## config.mk

```make
export PLATFORM = sky130hd
export DESIGN_NAME = aes_job_scheduler
export DESIGN_NICKNAME = d
export VERILOG_FILES = /design/src/rtl/aes_job_scheduler.sv
export SDC_FILE = /design/constraint.sdc
export NUM_CORES = 1
export LEC_CHECK = 0
export BUFFER_PORTS_ARGS = -buffer_cell sky130_fd_sc_hd__clkbuf_2
export CORE_AREA = 2 2 405 407
export DETAILED_ROUTE_END_ITERATION = 10
export DIE_AREA = 0 0 407 409
export RECOVER_POWER = 50
export SLEW_MARGIN = 15
export SYNTH_ARGS = -nofsm -noshare
export SYNTH_HDL_FRONTEND = slang
export SYNTH_SLANG_ARGS = --single-unit
```

## constraint.sdc

```tcl
create_clock -name clk -period 2.2 [get_ports clk]
set_input_delay 0.33 -clock clk [delete_from_list [all_inputs] [get_ports clk]]
set_output_delay 0.33 -clock clk [all_outputs]
set_load 0.01 [all_outputs]
```

## src/rtl/aes_job_scheduler.sv

```systemverilog
// Two-requester round-robin front end for a single AES core: accepts one job,
// runs it with a done/timeout race, and holds the response until it is taken.
module aes_job_scheduler #(
  parameter int TIMEOUT_CYCLES = 64
) (
  input  logic         clk,
  input  logic         rst_n,
  input  logic         req0_valid,
  input  logic         req1_valid,
  output logic         req0_ready,
  output logic         req1_ready,
  input  logic [127:0] req0_pt,
  input  logic [127:0] req1_pt,
  input  logic [127:0] req0_key,
  input  logic [127:0] req1_key,
  output logic         core_start,
  output logic [127:0] core_plaintext,
  output logic [127:0] core_key,
  input  logic [127:0] core_ciphertext,
  input  logic         core_done,
  output logic         rsp_valid,
  input  logic         rsp_ready,
  output logic         rsp_id,
  output logic [127:0] rsp_data,
  output logic         rsp_timeout,
  output logic         busy,
  output logic [1:0]   dbg_state
);

  localparam logic [1:0] S_IDLE = 2'd0;
  localparam logic [1:0] S_RUN  = 2'd1;
  localparam logic [1:0] S_RESP = 2'd2;
  localparam logic [7:0] TO_LAST = 8'(TIMEOUT_CYCLES - 1);

  // Handshakes: a transfer happens on a rising edge where valid && ready;
  // requester ready is only offered in IDLE, response valid only in RESP.
  logic [1:0]   r_state;
  logic         r_last_grant;
  logic [7:0]   r_cnt;
  logic [127:0] r_pt;
  logic [127:0] r_key;
  logic [127:0] r_data;
  logic         r_id;
  logic         r_timeout;

  logic w_idle;
  logic w_grant;
  logic w_accept;
  logic w_done_ok;
  logic w_timeout_hit;

  assign w_idle  = (r_state == S_IDLE);
  // With both pending, the requester not served last goes first.
  assign w_grant = (req0_valid && req1_valid) ? ~r_last_grant : req1_valid;

  assign req0_ready = w_idle && req0_valid && !w_grant;
  assign req1_ready = w_idle && req1_valid && w_grant;
  assign w_accept   = req0_ready || req1_ready;

  // A done seen in the first RUN cycle may be left over from a previous job.
  assign w_done_ok     = (r_state == S_RUN) && core_done && (r_cnt != 8'd0);
  assign w_timeout_hit = (r_state == S_RUN) && (r_cnt == TO_LAST);

  always_ff @(posedge clk or negedge rst_n) begin
    if (!rst_n) begin
      r_state      <= S_IDLE;
      r_last_grant <= 1'b1;
      r_cnt        <= 8'd0;
      r_pt         <= '0;
      r_key        <= '0;
      r_data       <= '0;
      r_id         <= 1'b0;
      r_timeout    <= 1'b0;
    end else begin
      case (r_state)
        S_IDLE: begin
          if (w_accept) begin
            r_state <= S_RUN;
            r_pt    <= w_grant ? req1_pt : req0_pt;
            r_key   <= w_grant ? req1_key : req0_key;
            r_id    <= w_grant;
            r_cnt   <= 8'd0;
          end
        end
        S_RUN: begin
          r_cnt <= r_cnt + 8'd1;
          if (w_done_ok) begin
            r_data    <= core_ciphertext;
            r_timeout <= 1'b0;
            r_state   <= S_RESP;
          end else if (w_timeout_hit) begin
            r_data    <= '0;
            r_timeout <= 1'b1;
            r_state   <= S_RESP;
          end
        end
        S_RESP: begin
          if (rsp_ready) begin
            r_last_grant <= r_id;
            r_state      <= S_IDLE;
          end
        end
        default: r_state <= S_IDLE;
      endcase
    end
  end

  assign core_start     = (r_state == S_RUN);
  assign core_plaintext = r_pt;
  assign core_key       = r_key;
  assign rsp_valid      = (r_state == S_RESP);
  assign rsp_id         = r_id;
  assign rsp_data       = r_data;
  assign rsp_timeout    = r_timeout;
  assign busy           = !w_idle;
  assign dbg_state      = r_state;

endmodule
```

==> results of run 1 <==
[logic make-up (layout without fill, tap and decap cells)]
kind of cell | count (synthesis) | count (layout) | synth area share
AND/OR/NAND/NOR | 804 | 804 | 0.1853
multiplexers | 1 | 1 | 0.0006763
adder cells (fa/ha/maj) | 2 | 2 | 0.001503
XOR/XNOR | 5 | 5 | 0.002630
AO/OA/AOI/OAI | 395 | 395 | 0.1677
other | 0 | 70 | 0
buffers and inverters | 149 | 1844 | 0.04547
flip-flops | 397 | 397 | 0.5968
[cell usage in the layout (no fill, tap or decap), types with 5 or more instances in the layout]
cell type      instances
buf_4                 51
a31oi_1              257
buf_12                18
clkbuf_8               7
bufinv_16              9
clkbuf_16             52
clkbuf_1             203
nor2_1               265
dfrtp_1              396
clkinv_2               7
diode_2               70
a22o_1               128
nand2_1              519
dlygate4sd3_1        612
clkbuf_2             857
clkinvlp_4             5
[worst max-delay path, stage by stage, from the launching register on]
cell and delay, ns:
dfrtp_1 0.41, buf_4 0.18, nor3_4 0.29, buf_4 0.18
buf_12 0.24, buf_16 0.27, nor2_1 0.06, a31oi_1 0.19
[sequential cells by signal (all words and copies together), names as in the netlist]
signal,flops
core_key,128
core_plaintext,128
dbg_state,2
r_cnt,8
r_last_grant,1
rsp_data,128
rsp_id,1
rsp_timeout,1
[layout make-up]
class / count / share of cell area
Antenna cell: 70 / 0.005336
Clock buffer: 64 / 0.04185
Clock inverter: 28 / 0.01326
Inverter: 5 / 0.0006861
Multi-Input combinational cell: 1207 / 0.1826
Sequential cell: 397 / 0.3027
Tap cell: 2175 / 0.08290
Timing Repair Buffer: 1747 / 0.3707
[path summary, 6_finish.rpt]
check / slack, ns / endpoint / cells past startpoint
max in group asynchronous: 0.19 / rsp_data[54]$_DFFE_PN0P_ / 4
hold / removal: 0.02 / core_key[42]$_DFFE_PN0P_ / 3
setup / recovery: 0.03 / core_plaintext[16]$_DFFE_PN0P_ / 7
min in group asynchronous: 0.68 / core_plaintext[12]$_DFFE_PN0P_ / 2
setup reg to reg: 0.03 / core_plaintext[16]$_DFFE_PN0P_ / 7
hold reg to reg: 0.50 / rsp_data[2]$_DFFE_PN0P_ / 1
[power by group]
group	internal [W]	switching (W)
Combinational	0.00682	0.0115
Clock	0.00552	0.00376
Sequential	0.0109	0.00236
[routing by layer]
metal  track usage  up-vias  wire length, µm
met5             0        -              157
met4       0.07669       24             7610
met3       0.05516      292            14170
met2        0.2407     1326            60840
met1        0.1901    10463            54650
li1              -     9404                -
[per-stage QoR]
step	util	setup slack [ns]	power [W]	setup TNS, ns	instances
2_1_floorplan	-	0.5234	0.02101	0	1753
3_3_place_gp	0.1530	0.1913	0.03026	0	4906
3_5_place_dp	0.1530	0.2804	0.03053	0	4906
4_1_cts	0.2029	0.02210	0.04140	0	5617
5_1_grt	0.2023	-0.02880	0.04312	-0.03836	5671
6_report	0.2026	0.03309	0.04084	0	5693
[timing repair]
| action | in CTS | in global routing |
|---|---|---|
| pin swaps | 2 | 1 |
| hold endpoints to repair | 489 | 0 |
| cloned | 3 | 3 |
| hold buffers | 612 | 0 |
| setup buffers | 4 | 3 |
| gates resized for setup | 4 | 6 |
| setup endpoints to repair | 2 | 10 |
==> flow_summary_export.csv, run 1 <==
group,metric,value,unit
pwr,p_leak,15.05,nW
layout,drive_gt1_frac,0.3008,
setup_path,path_class,"reg -> reg",
setup_path,cp-end-kind,"flip-flop",
setup_path,start_kind,"flip-flop",
sta,maxSlewViolCount,37,
logic_synthesis,synthCells,1753,
cts,cts_made_buffers,50,
floorplan,rows,148,
setup_path,path_max_fanout,55,
sta,worst_slew_pin_slew,1.614,ns
detailed_routing,vias,21509,
detailed_routing,wl_per_cell,24.14,µm
detailed_routing,drt_iter0_drc,1784,
detailed_routing,via_per_inst,3.778,
cts,cts_tree,"built",
layout,nets,4056,
sta,period_share,0.9850,
sta,slew_headroom,-0.07577,
logic_synthesis,synthTopCellsByArea,"dfrtp_1 (60%), nand2_1 (12%), a31oi_1 (9.7%)",
place,hpwlAfterDp,109500,µm
logic_synthesis,synth_top_area_cell,"dfrtp_1",
cts,root_buffer,"clkbuf_16",
global_routing,grt_start_max_net_pins,109,
logic_synthesis,synth_edf_count,0,
min_path,timing.hold.worst.start,"req1_key[42]",
layout,nFillCells,17936,
logic_synthesis,synth_top_cell_area_share,0.5952,
detailed_routing,wl,137400,µm
outcome,violations,"max-capacitance violations, max-slew violations",
cts,clock_latency,0.66,ns
detailed_routing,route.detailed.drc,0,
setup_path,required,2.73,ns
layout,regArea,0.009936,mm²
floorplan,die_h,409,µm
logic_synthesis,netlist_area,0.01665,mm²
logic_synthesis,synth_commonest_cells,"nand2_1 (521), dfrtp_1 (396), nor2_1 (267), a31oi_1 (257), a22o_1 (128)",
global_routing,antenna_found_initial,105,
sta,min_period,2.167,ns
logic_synthesis,seq_area_frac_synth,0.5968,
layout,syn_to_final_growth,97.18,%
min_path,hp-class,"in -> reg",
logic_synthesis,ys_async_sr_fraction,1.000,
setup_path,crit_start,"dbg_state[1]$_DFFE_PN0P_",
logic_synthesis,yosys_warnings,0,
logic_synthesis,ys_seq_elements,397,
floorplan,die_area,0.1665,mm²
layout,finalInstanceArea,0.03283,mm²
sta,setup-violations-final,0,
logic_synthesis,synth_cell_type_count,35,
outcome,status,"finished with violations",
global_routing,grt_pass1_wl,177300,µm
place,globalplace.congestion,1.007,
layout,multiInputGateArea,0.005996,mm²
detailed_routing,drtPass1Iterations,6,
floorplan,design.core.area,0.1620,mm²
pwr,power.density,1244,mW/mm²
pwr,vdd_ir_drop_max,0.7101,mV
floorplan,io_pins,1039,
cts,clockBufferDepth,3,
sta,hold_viol,0,
sta,fmax,461.5,MHz
floorplan,initial_core_util,0.1027,
place,port_buffers,1038,
cts,clk_pin_slew_worst_paths,0.06,ns
floorplan,fp.dieW,407,µm
logic_synthesis,synth_area_per_cell,9.497,µm²
logic_synthesis,post-synth-top-count-cell,"nand2_1",
detailed_routing,drtAntennaViolNets,0,
setup_path,regToRegStartpoint,"dbg_state[1]$_DFFE_PN0P_",
global_routing,grt_overflow,0,
global_routing,track_usage,0.1556,
sta,fin_hold_ws,0.02189,ns
place,place_area,0.02480,mm²
logic_synthesis,synth_nets,2401,
global_routing,grt_pass1_vias,21278,
cts,htree_levels,2,
cts,cts.sinks,397,
setup_path,arrival,2.70,ns
run,cap_violations,1,
logic_synthesis,ys.flop_type,"dfrtp_1",
sta,fin_worst_skew,0.04285,ns
Note: power is estimated with default switching activity, not from simulation.
==> run 2, diff against run 1 <==
- RECOVER_POWER: 50 -> not set
==> run 2 against run 1 <==
Against the previous run: the run now ends clean; clock skew is 0.0012 ns higher; combinational power is 3% higher; critical path depth stayed put; die area stayed put; wire length hardly changed.
==> flow_summary_export.csv, run 2 (synthesis results as in run 1) <==
group,metric,value,unit
run,cap_violations,0,
sta,maxSlewViolCount,0,
cts,cts_made_buffers,50,
detailed_routing,wl_per_cell,24.12,µm
detailed_routing,drt_iter0_drc,1969,
setup_path,cp-end-kind,"flip-flop",
place,dp_cells,4906,
global_routing,grt_pass1_vias,21278,
detailed_routing,wl,137500,µm
floorplan,die_h,409,µm
layout,fin_cells,5702,
layout,fin_util,0.2047,
place,hpwlAfterDp,109500,µm
cts,htree_levels,2,
cts,cts_tree,"built",
place,place_area,0.02480,mm²
global_routing,grt_start_max_net_pins,109,
sta,fin_hold_ws,0.02413,ns
layout,layout_common_cells,"clkbuf_2 (1037), dlygate4sd3_1 (612), nand2_1 (519), dfrtp_1 (396), nor2_1 (265)",
layout,multiInputGateArea,0.005996,mm²
sta,period_share,0.9730,
pwr,vdd_ir_drop_max,0.7085,mV
detailed_routing,via_per_inst,3.784,
pwr,total_power,0.04133,W
sta,worst_slew_pin_slew,0.6073,ns
floorplan,initial_core_util,0.1027,
floorplan,fp.dieW,407,µm
setup_path,path_class,"reg -> reg",
cts,clock_latency,0.66,ns
cts,clk_pin_slew_worst_paths,0.06,ns
cts,clockBufferDepth,3,
layout,finalInstanceArea,0.03316,mm²
place,port_buffers,1038,
sta,hold_viol,0,
cts,cts.sinks,397,
layout,nFillCells,17816,
layout,syn_to_final_growth,99.20,%
detailed_routing,drtAntennaViolNets,0,
sta,slew_headroom,0.5920,
floorplan,rows,148,
detailed_routing,vias,21579,
detailed_routing,route.detailed.drc,0,
setup_path,arrival,2.67,ns
floorplan,design.core.area,0.1620,mm²
layout,drive_gt1_frac,0.3576,
pwr,p_leak,15.65,nW
sta,min_period,2.141,ns
global_routing,antenna_found_initial,105,
sta,fin_worst_skew,0.04407,ns
global_routing,grt_overflow,0,
pwr,power.density,1246,mW/mm²
layout,final_common_cell,"clkbuf_2",
sta,fmax,467.2,MHz
layout,regArea,0.009936,mm²
min_path,hp-class,"in -> reg",
global_routing,track_usage,0.1556,
layout,nets,4056,
setup_path,start_kind,"flip-flop",
outcome,status,"complete, no violations",
sta,setup-violations-final,0,
place,globalplace.congestion,1.007,
setup_path,path_max_fanout,55,
detailed_routing,drtPass1Iterations,6,
setup_path,required,2.73,ns
floorplan,die_area,0.1665,mm²
global_routing,grt_pass1_wl,177300,µm
cts,root_buffer,"clkbuf_16",
floorplan,io_pins,1039,
## run 2: changes by cell type in the layout (fill, tap and decap cells not counted), sizes merged
cell / previous run / this run
clkbuf: 1121 / 1103
diode: 70 / 79
buf: 76 / 94
## run 2: layout make-up
type | count | area share
antenna | 79 | 0.005961
inverter | 5 | 0.0006791
sequential | 397 | 0.2996
multi-input combinational | 1207 | 0.1808
clock buffer | 64 | 0.04142
clock inverter | 28 | 0.01313
timing repair buffer | 1747 | 0.3764
tap | 2175 | 0.08206
## run 2: where the power goes
group | switching, W | internal, W
clock | 0.00375 | 0.00552
combinational | 0.0115 | 0.00727
sequential | 0.00239 | 0.0109
total | 0.0176 | 0.0237
## run 2: path summary, 6_finish.rpt
| kind | from | end | slack, ns | depth (start not counted) |
|---|---|---|---|---|
| setup / recovery | dbg_state[1]$_DFFE_PN0P_ | core_plaintext[16]$_DFFE_PN0P_ | 0.06 | 7 |
| max in group asynchronous | rst_n | core_key[127]$_DFFE_PN0P_ | 1.11 | 4 |
| hold reg to reg | rsp_data[94]$_DFFE_PN0P_ | rsp_data[94]$_DFFE_PN0P_ | 0.50 | 1 |
| setup reg to reg | dbg_state[1]$_DFFE_PN0P_ | core_plaintext[16]$_DFFE_PN0P_ | 0.06 | 7 |
| min in group asynchronous | rst_n | core_plaintext[12]$_DFFE_PN0P_ | 0.25 | 2 |
| hold / removal | req1_key[42] | core_key[42]$_DFFE_PN0P_ | 0.02 | 3 |
## run 2: what timing repair did
| item | 4_1_cts | 5_1_grt |
|---|---|---|
| cloned | 3 | 3 |
| hold endpoints to repair | 489 | 0 |
| setup buffers | 4 | 3 |
| hold buffers | 612 | 0 |
| pin swaps | 2 | 1 |
| resized for setup | 4 | 6 |
| endpoints found under the setup margin | 2 | 10 |
## run 2: per-layer routing
| layer | share of wire | global-route usage |
|---|---|---|
| met1 | 0.40 | 0.1901 |
| met4 | 0.057 | 0.07669 |
| met5 | 0.0011 | 0 |
| met3 | 0.10 | 0.05516 |
| met2 | 0.44 | 0.2407 |
## run 2: critical path: stages, from the launching register on
cell and delay (ns):
dfrtp_1 0.41, buf_4 0.18, nor3_4 0.28, buf_4 0.18, buf_12 0.24, buf_16 0.27, nor2_1 0.06, a31oi_1 0.19
## run 2: stage by stage
stage | setup slack [ns] | setup TNS (ns)
after floorplan | 0.5234 | 0
after global placement | 0.1913 | 0
after detailed placement | 0.2804 | 0
after CTS | 0.02210 | 0
after global routing | -0.02880 | -0.03836
final | 0.05943 | 0
